## src/rtl/hall_call_dispatcher_pkg.sv

```systemverilog
// ============================================================================
// dispatch_pkg : shared types and cost helper for the hall-call dispatcher
// Revision     : 1.0
// ============================================================================
`default_nettype none

package dispatch_pkg;

  // Widest floor index the request record can carry.
  localparam int FLOOR_W_MAX = 8;

  typedef enum logic {
    DIR_DOWN = 1'b0,
    DIR_UP   = 1'b1
  } dir_e;

  typedef struct packed {
    logic [FLOOR_W_MAX-1:0] floor;
    dir_e                   dir;
  } hall_req_t;

  typedef enum logic [1:0] {
    IDLE   = 2'd0,
    SELECT = 2'd1,
    ISSUE  = 2'd2
  } disp_state_e;

  function automatic logic [FLOOR_W_MAX:0] floor_cost(input logic [FLOOR_W_MAX-1:0] a,
                                                      input logic [FLOOR_W_MAX-1:0] b);
    return (a >= b) ? {1'b0, a - b} : {1'b0, b - a};
  endfunction

endpackage

`default_nettype wire

```

## src/rtl/hall_req_fifo.sv

```systemverilog
// ============================================================================
// hall_req_fifo : synchronous FIFO of hall requests with full/empty flags
// Revision      : 1.0
// ============================================================================
`default_nettype none

module hall_req_fifo
  import dispatch_pkg::*;
#(
  parameter int DEPTH = 16
) (
  input  logic      clk,
  input  logic      reset,
  input  logic      push,
  input  hall_req_t push_data,
  input  logic      pop,
  output hall_req_t head,
  output logic      full,
  output logic      empty
);

  localparam int AW = $clog2(DEPTH);

  hall_req_t      mem_q [DEPTH];
  logic [AW:0]    wr_ptr_q, wr_ptr_d;
  logic [AW:0]    rd_ptr_q, rd_ptr_d;
  logic           do_push, do_pop;

  // Extra pointer bit distinguishes full from empty.
  assign empty   = (wr_ptr_q == rd_ptr_q);
  assign full    = (wr_ptr_q[AW] != rd_ptr_q[AW]) && (wr_ptr_q[AW-1:0] == rd_ptr_q[AW-1:0]);
  assign do_pop  = pop && !empty;
  assign do_push = push && (!full || do_pop);
  assign head    = mem_q[rd_ptr_q[AW-1:0]];

  always_comb begin
    wr_ptr_d = wr_ptr_q + {{AW{1'b0}}, do_push};
    rd_ptr_d = rd_ptr_q + {{AW{1'b0}}, do_pop};
  end

  always_ff @(posedge clk or posedge reset) begin
    if (reset) begin
      wr_ptr_q <= '0;
      rd_ptr_q <= '0;
    end else begin
      wr_ptr_q <= wr_ptr_d;
      rd_ptr_q <= rd_ptr_d;
    end
  end

  always_ff @(posedge clk) begin
    if (do_push) begin
      mem_q[wr_ptr_q[AW-1:0]] <= push_data;
    end
  end

endmodule

`default_nettype wire

```

## src/rtl/hall_call_dispatcher.sv

```systemverilog
// ============================================================================
// hall_call_dispatcher : merges, queues and issues hall calls to the best car
// Option macro         : DISPATCH_STATS_EN adds per-car assignment counters
// Revision             : 1.0
// ============================================================================
`default_nettype none

module hall_call_dispatcher
  import dispatch_pkg::*;
#(
  parameter  int NUM_FLOORS  = 8,
  parameter  int NUM_ELEV    = 2,
  parameter  int QUEUE_DEPTH = 16,
  localparam int FW          = (NUM_FLOORS > 2) ? $clog2(NUM_FLOORS) : 1,
  localparam int EW          = (NUM_ELEV > 1) ? $clog2(NUM_ELEV) : 1
) (
  input  logic                         clk,
  input  logic                         reset,
  input  logic                         request,
  input  logic [FW-1:0]                request_floor,
  input  logic                         request_dir,
  output logic                         request_ready,
  input  logic [NUM_ELEV-1:0][FW-1:0]  elev_floor,
  input  logic [NUM_ELEV-1:0]          elev_dir,
  input  logic [NUM_ELEV-1:0]          elev_idle,
  output logic                         assign_valid,
  output logic [EW-1:0]                assign_elev,
  output logic [FW-1:0]                assign_floor,
  output logic                         assign_dir,
  input  logic                         assign_ready,
`ifdef DISPATCH_STATS_EN
  output logic [NUM_ELEV-1:0][15:0]    assign_count,
`endif
  output logic                         illegal_req
);

  localparam logic [1:0] ST_IDLE   = IDLE;
  localparam logic [1:0] ST_SELECT = SELECT;
  localparam logic [1:0] ST_ISSUE  = ISSUE;

  logic [1:0]            state_q, state_d;
  logic [EW-1:0]         assign_elev_q, assign_elev_d;
  logic [FW-1:0]         assign_floor_q, assign_floor_d;
  logic                  assign_dir_q, assign_dir_d;
  logic                  illegal_q, illegal_d;
  logic [NUM_FLOORS-1:0] pend_up_q, pend_up_d;
  logic [NUM_FLOORS-1:0] pend_dn_q, pend_dn_d;

  logic      fifo_full, fifo_empty;
  logic      accept, handshake, legal, dup, push;
  hall_req_t push_req, head;
  logic      head_ok;

  logic [NUM_ELEV-1:0]       elig;
  logic [NUM_ELEV-1:0][FW:0] cost;
  logic                      found;
  logic [EW-1:0]             best_idx;
  logic [FW:0]               best_cost;

  assign request_ready = !fifo_full;
  assign accept        = request && request_ready;
  assign assign_valid  = (state_q == ST_ISSUE);
  assign handshake     = assign_valid && assign_ready;
  assign assign_elev   = assign_elev_q;
  assign assign_floor  = assign_floor_q;
  assign assign_dir    = assign_dir_q;
  assign illegal_req   = illegal_q;

  always_comb begin
    push_req       = '0;
    push_req.floor = FLOOR_W_MAX'(request_floor);
    push_req.dir   = dir_e'(request_dir);
  end

  always_comb begin
    legal = ({1'b0, request_floor} < (FW+1)'(NUM_FLOORS));
    if (request_dir && (request_floor == FW'(NUM_FLOORS - 1))) legal = 1'b0;
    if (!request_dir && (request_floor == '0)) legal = 1'b0;
  end

  // A bit being cleared by this cycle's handshake no longer counts as pending.
  always_comb begin
    dup = 1'b0;
    if (legal) dup = request_dir ? pend_up_q[request_floor] : pend_dn_q[request_floor];
    if (handshake && (assign_floor_q == request_floor) && (assign_dir_q == request_dir)) dup = 1'b0;
  end

  assign push      = accept && legal && !dup;
  assign illegal_d = accept && !legal;

  always_comb begin
    pend_up_d = pend_up_q;
    pend_dn_d = pend_dn_q;
    if (handshake) begin
      if (assign_dir_q) pend_up_d[assign_floor_q] = 1'b0;
      else              pend_dn_d[assign_floor_q] = 1'b0;
    end
    if (push) begin
      if (request_dir) pend_up_d[request_floor] = 1'b1;
      else             pend_dn_d[request_floor] = 1'b1;
    end
  end

  hall_req_fifo #(
    .DEPTH (QUEUE_DEPTH)
  ) u_fifo (
    .clk       (clk),
    .reset     (reset),
    .push      (push),
    .push_data (push_req),
    .pop       (handshake),
    .head      (head),
    .full      (fifo_full),
    .empty     (fifo_empty)
  );

  assign head_ok = ({1'b0, head.floor} < (FLOOR_W_MAX+1)'(NUM_FLOORS));

  for (genvar e = 0; e < NUM_ELEV; e++) begin : g_car
    logic [FLOOR_W_MAX-1:0] car_floor;
    assign car_floor = FLOOR_W_MAX'(elev_floor[e]);
    assign elig[e]   = elev_idle[e]
                    || ((head.dir == DIR_UP)   &&  elev_dir[e] && (car_floor <= head.floor))
                    || ((head.dir == DIR_DOWN) && !elev_dir[e] && (car_floor >= head.floor));
    assign cost[e]   = (FW+1)'(floor_cost(car_floor, head.floor));
  end

  // Strict less-than keeps the lowest index on equal cost.
  always_comb begin
    found     = 1'b0;
    best_idx  = '0;
    best_cost = '1;
    for (int e = 0; e < NUM_ELEV; e++) begin
      if (elig[e] && (!found || (cost[e] < best_cost))) begin
        found     = 1'b1;
        best_idx  = EW'(e);
        best_cost = cost[e];
      end
    end
  end

  always_comb begin
    state_d        = state_q;
    assign_elev_d  = assign_elev_q;
    assign_floor_d = assign_floor_q;
    assign_dir_d   = assign_dir_q;
    case (state_q)
      ST_IDLE: begin
        if (!fifo_empty) state_d = ST_SELECT;
      end
      ST_SELECT: begin
        if (found && head_ok) begin
          state_d        = ST_ISSUE;
          assign_elev_d  = best_idx;
          assign_floor_d = head.floor[FW-1:0];
          assign_dir_d   = head.dir;
        end else begin
          state_d = ST_IDLE;
        end
      end
      ST_ISSUE: begin
        if (assign_ready) state_d = ST_IDLE;
      end
      default: state_d = ST_IDLE;
    endcase
  end

  always_ff @(posedge clk or posedge reset) begin
    if (reset) begin
      state_q        <= ST_IDLE;
      assign_elev_q  <= '0;
      assign_floor_q <= '0;
      assign_dir_q   <= 1'b0;
      illegal_q      <= 1'b0;
      pend_up_q      <= '0;
      pend_dn_q      <= '0;
    end else begin
      state_q        <= state_d;
      assign_elev_q  <= assign_elev_d;
      assign_floor_q <= assign_floor_d;
      assign_dir_q   <= assign_dir_d;
      illegal_q      <= illegal_d;
      pend_up_q      <= pend_up_d;
      pend_dn_q      <= pend_dn_d;
    end
  end

`ifdef DISPATCH_STATS_EN
  logic [NUM_ELEV-1:0][15:0] count_q, count_d;

  always_comb begin
    count_d = count_q;
    if (handshake && (count_q[assign_elev_q] != 16'hFFFF)) begin
      count_d[assign_elev_q] = count_q[assign_elev_q] + 16'd1;
    end
  end

  always_ff @(posedge clk or posedge reset) begin
    if (reset) count_q <= '0;
    else       count_q <= count_d;
  end

  assign assign_count = count_q;
`endif

endmodule

`default_nettype wire

```

## config.mk

```make
export PLATFORM = sky130hd
export DESIGN_NAME = hall_call_dispatcher
export DESIGN_NICKNAME = d
export VERILOG_FILES = /design/src/rtl/hall_call_dispatcher_pkg.sv /design/src/rtl/hall_req_fifo.sv /design/src/rtl/hall_call_dispatcher.sv
export SDC_FILE = /design/constraint.sdc
export NUM_CORES = 1
export LEC_CHECK = 0
export BUFFER_PORTS_ARGS = -buffer_cell sky130_fd_sc_hd__clkbuf_2
export CORE_MARGIN = 4
export CORE_UTILIZATION = 40
export CTS_CLUSTER_DIAMETER = 40
export DETAILED_ROUTE_END_ITERATION = 12
export GPL_TIMING_DRIVEN = 1
export PLACE_DENSITY_LB_ADDON = 0.12
export SLEW_MARGIN = 20
export SYNTH_ARGS = -nofsm -noshare
export SYNTH_HDL_FRONTEND = slang
export SYNTH_SLANG_ARGS = --single-unit
```

## constraint.sdc

```tcl
create_clock -name clk -period 4.5 [get_ports clk]
set_input_delay 0.675 -clock clk [delete_from_list [all_inputs] [get_ports clk]]
set_output_delay 0.675 -clock clk [all_outputs]
set_load 0.005 [all_outputs]
```

* Yosys cells after proc, flatten, opt, wreduce, memory -nomap -nowiden
Memory sizes are Yosys's and may differ from the RTL's.
Index checks and enable logic that the tools add are counted.
** Operators by class
- Reductions and logical operators :: 42
- Order comparisons :: 10
- Bitwise operators :: 6
- Add/subtract/negate cells :: 6
- Equality and inequality tests :: 10
- Mux-type cells :: 33
** Operators by type and width (count)
- $mux 8 :: 8
- $logic_and 1x1->1 :: 24
- $and 8x8->8 :: 2
- $ge 3x8->1 :: 2
- $le 3x8->1 :: 2
- $or 8x8->8 :: 2
- $mux 1 :: 14
- $mux 4 :: 3
- $add 5x1->5 :: 2
- $logic_not 1->1 :: 8
- $lt 3x4->1 const B :: 2
- $lt 8x4->1 const B :: 1
- $not 8->8 :: 1
- $sub 3x4->4 :: 2
- $sub 4x3->4 :: 2
- $bmux 1 s3 :: 2
- $demux 1 s3 :: 2
- $ge 3x1->1 const B :: 2
- $logic_or 1x1->1 :: 6
- $mux 2 :: 3
- $pmux 2 s3 :: 1
- $eq 5x5->1 :: 1
- $eq 4x4->1 :: 1
- $lt 4x4->1 :: 1
- 12 further kinds :: 13
** Storage, ports and cells
- Logic and storage cells :: 117
- Output and inout port bits :: 8
- Flip-flop bits (word level) :: 34
- Memories kept :: 1
- Memory bits (writable) :: 64
- Bits of input ports :: 18
** Memories
- u_fifo.mem_q :: words 16, width 4, rd ports 1, clocked after memory_dff 0, write ports 1, line hall_req_fifo.sv:24 : hall_req_t mem_q [DEPTH];

* Depth between registers and ports, before layout
Gate-level depths: netlist (run 1).
An unclocked memory read counts as a cell.
- Depth in word-level cells :: 13
- Gate-level depth with buffers :: 20
- Mapped depth without buffers :: 18

* Modules after synthesis
Synthesis (run 1) repeated with hierarchy kept, for this count alone.
** Second synthesis, totals
- Cells, all modules :: 541
- Area, all modules :: 8290.5 µm²
** By module, submodules not included
- hall_req_fifo :: seq. area each 4574.4 µm², area each 6198.4 µm², cells an instance 308, times used 1
- hall_call_dispatcher :: seq. area each 600.6 µm², area each 2092.0 µm², cells an instance 233, times used 1

* Worst setup path after synthesis (run 1)
OpenSTA, ideal clock, no wires.
- Path type :: register to register
- Start point :: register u_fifo.rd_ptr_q[0]
- End point :: register assign_elev_q (netlist: assign_elev)
- Setup time :: 65 ps
- Arrival :: 4355 ps
- Buffers on the path :: 2
- Data required time :: 4435 ps
- Period minus slack after synthesis :: 4420 ps
- Setup slack :: 80 ps
- Cell stages (with the launch flop) :: 17
- Path through :: dfrtp_1 -> buf_4 -> buf_2 -> mux4_2 -> mux2i_1 -> a21oi_1 -> inv_1 -> fa_1 -> fa_1 -> a31oi_1 -> a21oi_1 -> a221o_1 -> a221oi_1 -> ha_1 -> nor2b_1 -> o22ai_1 -> a22o_1
** RTL lines
- from (decl) :: line hall_req_fifo.sv:26 : logic [AW:0] rd_ptr_q, rd_ptr_d;
- from (signal assigned) :: line hall_req_fifo.sv:47 : rd_ptr_q <= rd_ptr_d;
- to (signal assigned) :: line hall_call_dispatcher.sv:179 : assign_elev_q <= assign_elev_d;
- to (decl) :: line hall_call_dispatcher.sv:42 : logic [EW-1:0] assign_elev_q, assign_elev_d;

==> results of run 1 <==
[routing by layer]
layer / global-route usage (%) / share of wire, % / vias to the layer above / wire length, um
met2: 26.7 / 49 / 58 / 5370
met4: 5.79 / 1.6 / 0 / 174
met5: 0 / 0 / - / 0
met1: 22.2 / 45 / 1540 / 4940
met3: 2.20 / 3.5 / 14 / 382
li1: - / - / 1430 / -
[cells by family (layout without fill, tap and decap cells)]
family,count (synthesis),count (layout),share of synthesized area [%]
buffers and inverters,35,81,3.04
adders and majority gates,25,25,7.30
and+or+nand+nor,82,82,8.91
xor gates and xnor gates,17,17,3.04
muxes,36,36,12.3
AOI/OAI and AO/OA,61,61,8.85
DFF,98,98,56.5
[registers in the layout, summed over array words and instances (netlist names)]
register	cells
illegal_req	1
u_fifo.rd_ptr_q	5
assign_floor	3
u_fifo.mem_q	64
assign_dir	1
assign_elev	1
pend_up_q	8
u_fifo.wr_ptr_q	5
state_q	2
pend_dn_q	8
[cell usage after synthesis (2+ instances only)]
master	number	area, sq um
o21a_1	2	15.0
inv_1	14	52.6
o41ai_1	6	52.6
nand2_1	11	41.3
nor2_1	12	45.0
mux2_1	4	45.0
a21oi_1	7	35.0
xnor2_1	8	70.1
dfrtp_1	34	851
nand2b_1	14	87.6
xor2_1	9	78.8
edfxtp_1	64	1920
ha_1	19	238
nor2b_1	11	68.8
a211oi_1	3	22.5
and3_1	2	12.5
o21ai_0	17	85.1
mux4_2	16	360
clkbuf_1	15	56.3
mux4_1	2	52.6
nor4_1	7	43.8
mux2i_1	12	120
a21boi_0	2	15.0
fa_1	6	120
buf_4	2	15.0
nand3_1	8	40.0
buf_2	2	10.0
o31ai_1	12	90.1
nor3_1	11	55.1
[worst max-delay path: stages (launching register included)]
cell	delay (ps)
dfrtp_2	410
buf_6	180
mux4_2	520
a211oi_2	280
a21oi_1	150
ha_1	270
fa_1	380
fa_1	430
o21ai_0	210
mux2i_1	120
nor2_1	180
nor2_1	70
ha_1	270
a21o_1	150
a21oi_1	140
nor2b_1	60
o22ai_1	130
a22o_1	140
[final cells by class]
| cell class | count | area [sq um] |
|---|---|---|
| clock inverters | 6 | 88.8 |
| fillers | 1092 | 6350 |
| clock buffers | 10 | 229 |
| multi-input cells | 221 | 2010 |
| inverters | 14 | 52.6 |
| repair buffers | 51 | 324 |
| well taps | 147 | 184 |
| flip-flops and latches | 98 | 2780 |
[worst min-delay path by stage]
stage	slack, ps	startpoint	to
6_report	410	reset	assign_elev
4_1_cts	410	reset	assign_elev
2_1_floorplan	420	state_q[0]	state_q[0]
3_3_place_gp	440	state_q[0]	state_q[0]
3_5_place_dp	440	state_q[0]	state_q[0]
5_1_grt	460	reset	assign_elev
[power breakdown]
part | total [uW] | internal (uW) | switching (uW)
clock network | 818 | 488 | 329
registers | 1360 | 1130 | 225
logic | 1790 | 870 | 918
[repair_timing]
action                                  CTS  global route
gates resized for setup                   0             7
endpoints found under the hold margin     0             0
endpoints found under the setup margin    0             5
[layout by cell type (no fill, tap or decap), types with 4 or more instances in the layout]
master and count:
xnor2_1 8, o21ai_0 17, o41ai_1 6, mux2_1 4, buf_4 25, dfrtp_1 32, inv_1 14, nor2b_1 11
nor4_1 7, nand2b_1 13, fa_1 6, nand2_1 11, mux4_2 16, o31ai_1 12, mux2i_1 12, xor2_1 9
clkbuf_2 25, nand3_1 8, nor2_1 12, edfxtp_1 64, ha_1 19, clkbuf_16 9, nor3_1 11, a21oi_1 7
[through the flow]
stage	hold WS, ps	utilization [%]
floorplan	423	-
global placement	445	44.2
detailed placement	443	44.2
CTS	414	46.9
global route	463	47.1
finish	409	47.1
==> metrics.txt, run 1 <==
sequential share of the synthesized area 56.5%; Critical Path Source u_fifo.rd_ptr_q[0]; fin nets 438; Inserted Diodes 0; ys flop type edfxtp_1; CTS buffer count 9; Top Ports 26; Yosys warnings 0; Finished Layout Cells 547; Std-Cell Rows 40; Worst EP required 4780 ps; wire length per cell 19.9 um; final WL 10.9 mm; crit path to assign_elev; critical path class flop to flop; period utilisation layout 92.6%; initial core utilization 40.8%; slew margin rel. 50.9%; CTS tree built; final setup violation count 0; vias in the first global route 3223; Root Driver clkbuf_16; postcts setup bufs 0; final hold violation count 0; Cell Pwr Density 701 nW/um^2; DRT Pass-1 Iters 4; Max Fclk 240 MHz; Final Instance Area 5660 sq um; Num Clock Sinks 98; Mapped Cells 354; share of layout cells above drive strength 1 22.8%; Post-Syn Nets 397; worst clock skew 6.12 ps; placed instance count 531; GR Util All Layers 16.3%; Synth Cell Area 4900 sq um; initial antenna violation count 0; reg-to-reg endpoint assign_elev; worst reg2reg path depth 17; max-cap viol count 0; r2r setup slk 330 ps; chip height 119 um; Core ar. 12000 sq um; RSZ-0062 raised after global routing no; DR vias 3042; type of the most critical hold path input pin to asynchronous set/reset pin; largest fanout on the critical path 8; asr flop ratio synth 34.7%; die width 119 um; H-tree depth 3; # hold bufs at CTS 0; Clock Latency Late Sink 340 ps; Tot Pwr 3970 uW; CP arrival 4450 ps; clock buffer depth 2; post-synthesis cell type count 51; Placement Cell Area 5310 sq um; Pins Over Slew Limit 0; final worst slack 332 ps; grt ovf 0; drt drc 0; number of synthesized register bits 98; sum of negative setup slack 0 ps; Vias/cell 5.56; Reg clk slew, reported paths 70 ps; initial DRC count 199; Post-synth EDFFs 64; crit path time final 4170 ps; status complete, no violations; Worst VDD drop 0.000289 V; crit end category flop; Place WS 129 ps; area grow syn2layout 15.4%; DP Wirelength 7.75 mm; die area 14100 sq um; Mean Syn Cell Area 13.9 sq um; CP Launch Type flop; ANT nets after route 0; worst reg2reg path startpoint u_fifo.rd_ptr_q[0]; Slew @ Worst Pin 737 ps; largest net degree at the start of global routing 35; port bufs 25; first-pass GRT wire length 17.7 mm; leakage 0.00216 uW; routability cong. 0.819
(Power assumes the default switching activity.)
==> inputs of run 2 (changes only) <==
--- a/config.mk
+++ b/config.mk
@@ -12,6 +12,7 @@
 export DETAILED_ROUTE_END_ITERATION = 12
 export GPL_TIMING_DRIVEN = 1
 export PLACE_DENSITY_LB_ADDON = 0.12
+export REMOVE_ABC_BUFFERS = 1
 export SLEW_MARGIN = 20
 export SYNTH_ARGS = -nofsm -noshare
 export SYNTH_HDL_FRONTEND = slang
==> run 2 against run 1 <==
Effect of this change: register-to-register slack got worse by 60 ps; critical path depth rose by 1; cell count fell by 0.18%; sequential power barely moved; global-route usage fell by 0.34 points; hold slack got worse by 5.0 ps; via count rose by 0.13%; largest cell class unchanged; setup slack got worse by 60 ps; highest routed layer unchanged.
==> metrics.txt, run 2 (synthesized netlist as in run 1, its figures left out) <==
DR vias 3046 (was 3042); period utilisation layout 94.0% (was 92.6%); final worst slack 272 ps (was 332 ps); port bufs 25 (unchanged); final hold violation count 0 (unchanged); final setup violation count 0 (unchanged); share of layout cells above drive strength 1 21.8% (was 22.8%); most common cell after layout, fill and taps aside edfxtp_1 (unchanged); Std-Cell Rows 40 (unchanged); CTS tree built (unchanged); type of the most critical hold path input pin to asynchronous set/reset pin (unchanged); Reg clk slew, reported paths 70 ps (about the same); crit path time final 4230 ps (was 4170 ps); Pins Over Slew Limit 0 (unchanged); CP max stage delay 510 ps (was 520 ps); CTS buffer count 9 (unchanged); drt drc 0 (unchanged); CP delay by family, top adder cells (unchanged); Root Driver clkbuf_16 (unchanged); CP Launch Type flop (unchanged); slew margin rel. 34.4% (was 50.9%); grt ovf 0 (unchanged); wire length per cell 19.6 um (was 19.9 um); initial core utilization 40.8% (unchanged); Crit-path slowest cell mux4_2 (unchanged); Largest register FFs 64 (unchanged); Worst EP required 4790 ps (was 4780 ps); r2r setup slk 270 ps (was 330 ps); DP Wirelength 7.74 mm (was 7.75 mm); initial antenna violation count 0 (unchanged); initial DRC count 159 (was 199); crit end category flop (unchanged); chip height 119 um (unchanged); vias in the first global route 3044 (was 3223); Vias/cell 5.58 (was 5.56); worst clock skew 10.4 ps (was 6.12 ps); fin nets 437 (was 438); clock buffer depth 2 (unchanged); WP buf/inv 1 (unchanged); die width 119 um (unchanged); Cell Pwr Density 691 nW/um^2 (was 701 nW/um^2); DRT Pass-1 Iters 4 (unchanged); Slew @ Worst Pin 984 ps (was 737 ps); Worst VDD drop 0.000272 V (was 0.000289 V); most frequent cells in the layout edfxtp_1 (64), dfrtp_1 (34), clkbuf_2 (25), buf_4 (24), ha_1 (19) (was edfxtp_1 (64), dfrtp_1 (32), clkbuf_2 (25), buf_4 (25), ha_1 (19)); area grow syn2layout 14.7% (was 15.4%); die area 14100 sq um (unchanged); Inserted Diodes 0 (unchanged); final WL 10.7 mm (was 10.9 mm); critical path class flop to flop (unchanged); Max Fclk 237 MHz (was 240 MHz); leakage 0.00214 uW (was 0.00216 uW); H-tree depth 3 (unchanged); Top Ports 26 (unchanged); RSZ-0062 raised after global routing no (unchanged); Num Clock Sinks 98 (unchanged); Place WS 189 ps (was 129 ps); largest net degree at the start of global routing 35 (unchanged); Clock Latency Late Sink 350 ps (was 340 ps); CP cell instances buf_12 > mux4_2 > nor2b_1 > a211oi_2 > a21oi_1 > ha_1 > fa_1 > fa_1 > o21ai_0 > mux2i_1 > nor2_1 > nor2_1 > ha_1 > a21o_1 > a21oi_1 > nor2b_1 > o22ai_1 > a22o_1 (was buf_6 > mux4_2 > a211oi_2 > a21oi_1 > ha_1 > fa_1 > fa_1 > o21ai_0 > mux2i_1 > nor2_1 > nor2_1 > ha_1 > a21o_1 > a21oi_1 > nor2b_1 > o22ai_1 > a22o_1); CP arrival 4520 ps (was 4450 ps); GR Util All Layers 15.9% (was 16.3%); routability cong. 0.809 (was 0.819); max-cap viol count 0 (unchanged); status complete, no violations (unchanged); sum of negative setup slack 0 ps (unchanged); largest fanout on the critical path 10 (was 8); first-pass GRT wire length 17.2 mm (was 17.7 mm); ANT nets after route 0 (unchanged); Core ar. 12000 sq um (unchanged); # hold bufs at CTS 0 (unchanged)
==> run 2: per-layer routing <==
metal / GRT usage (%) / vias up / wire length [um]
met5: 0 / - / 0
li1: - / 1432 / -
met1: 22.7 / 1550 / 5120
met4: 5.58 / 0 / 182
met2: 24.1 / 51 / 5030
met3: 3.49 / 13 / 375
==> run 2: worst min-delay path, delay by kind of cell <==
kind / cells / cell delay [ps]
buf+inv: 3 / 520
==> run 2: final cells by class <==
| class | instances | area [sq um] |
|---|---|---|
| Fill cell | 1097 | 6390 |
| Sequential cell | 98 | 2770 |
| Multi-Input combinational cell | 221 | 1990 |
| Timing Repair Buffer | 50 | 325 |
| Clock buffer | 10 | 229 |
| Tap cell | 147 | 184 |
| Clock inverter | 6 | 66.3 |
| Inverter | 14 | 52.6 |
==> run 2: through the flow <==
| step | hold WS (ps) | area, sq um | std cells | total power [uW] | utilization, % |
|---|---|---|---|---|---|
| 2_1_floorplan | 423 | 4810 | 333 | 2550 | - |
| 3_3_place_gp | 438 | 5310 | 529 | 3110 | 44.2 |
| 3_5_place_dp | 458 | 5310 | 529 | 3120 | 44.2 |
| 4_1_cts | 411 | 5600 | 545 | 3900 | 46.7 |
| 5_1_grt | 448 | 5620 | 546 | 4190 | 46.8 |
| 6_report | 404 | 5620 | 546 | 3880 | 46.8 |
==> run 2: path summary, 6_finish.rpt <==
check / start / end / cells after the start
worst min register to register: state_q[1] / state_q[0] / 1
min in group clk: state_q[1] / state_q[0] / 1
worst min-delay path: reset / illegal_req / 3
worst max-delay path: u_fifo.rd_ptr_q[0] / assign_elev / 18
worst max register to register: u_fifo.rd_ptr_q[0] / assign_elev / 18
max in group asynchronous: reset / u_fifo.rd_ptr_q[3] / 3
==> run 2: power breakdown <==
group	switching [uW]	internal (uW)	total (uW)	leakage, uW
registers	216	1130	1350	0.000991
clock network	329	432	761	0.000135
logic	906	868	1770	0.00102
total	1450	2430	3880	0.00214
==> run 2: timing repair <==
action / CTS / global route
resized for setup: 0 / 2
setup endpoints to repair: 0 / 1
buffers inserted: 0 / 1
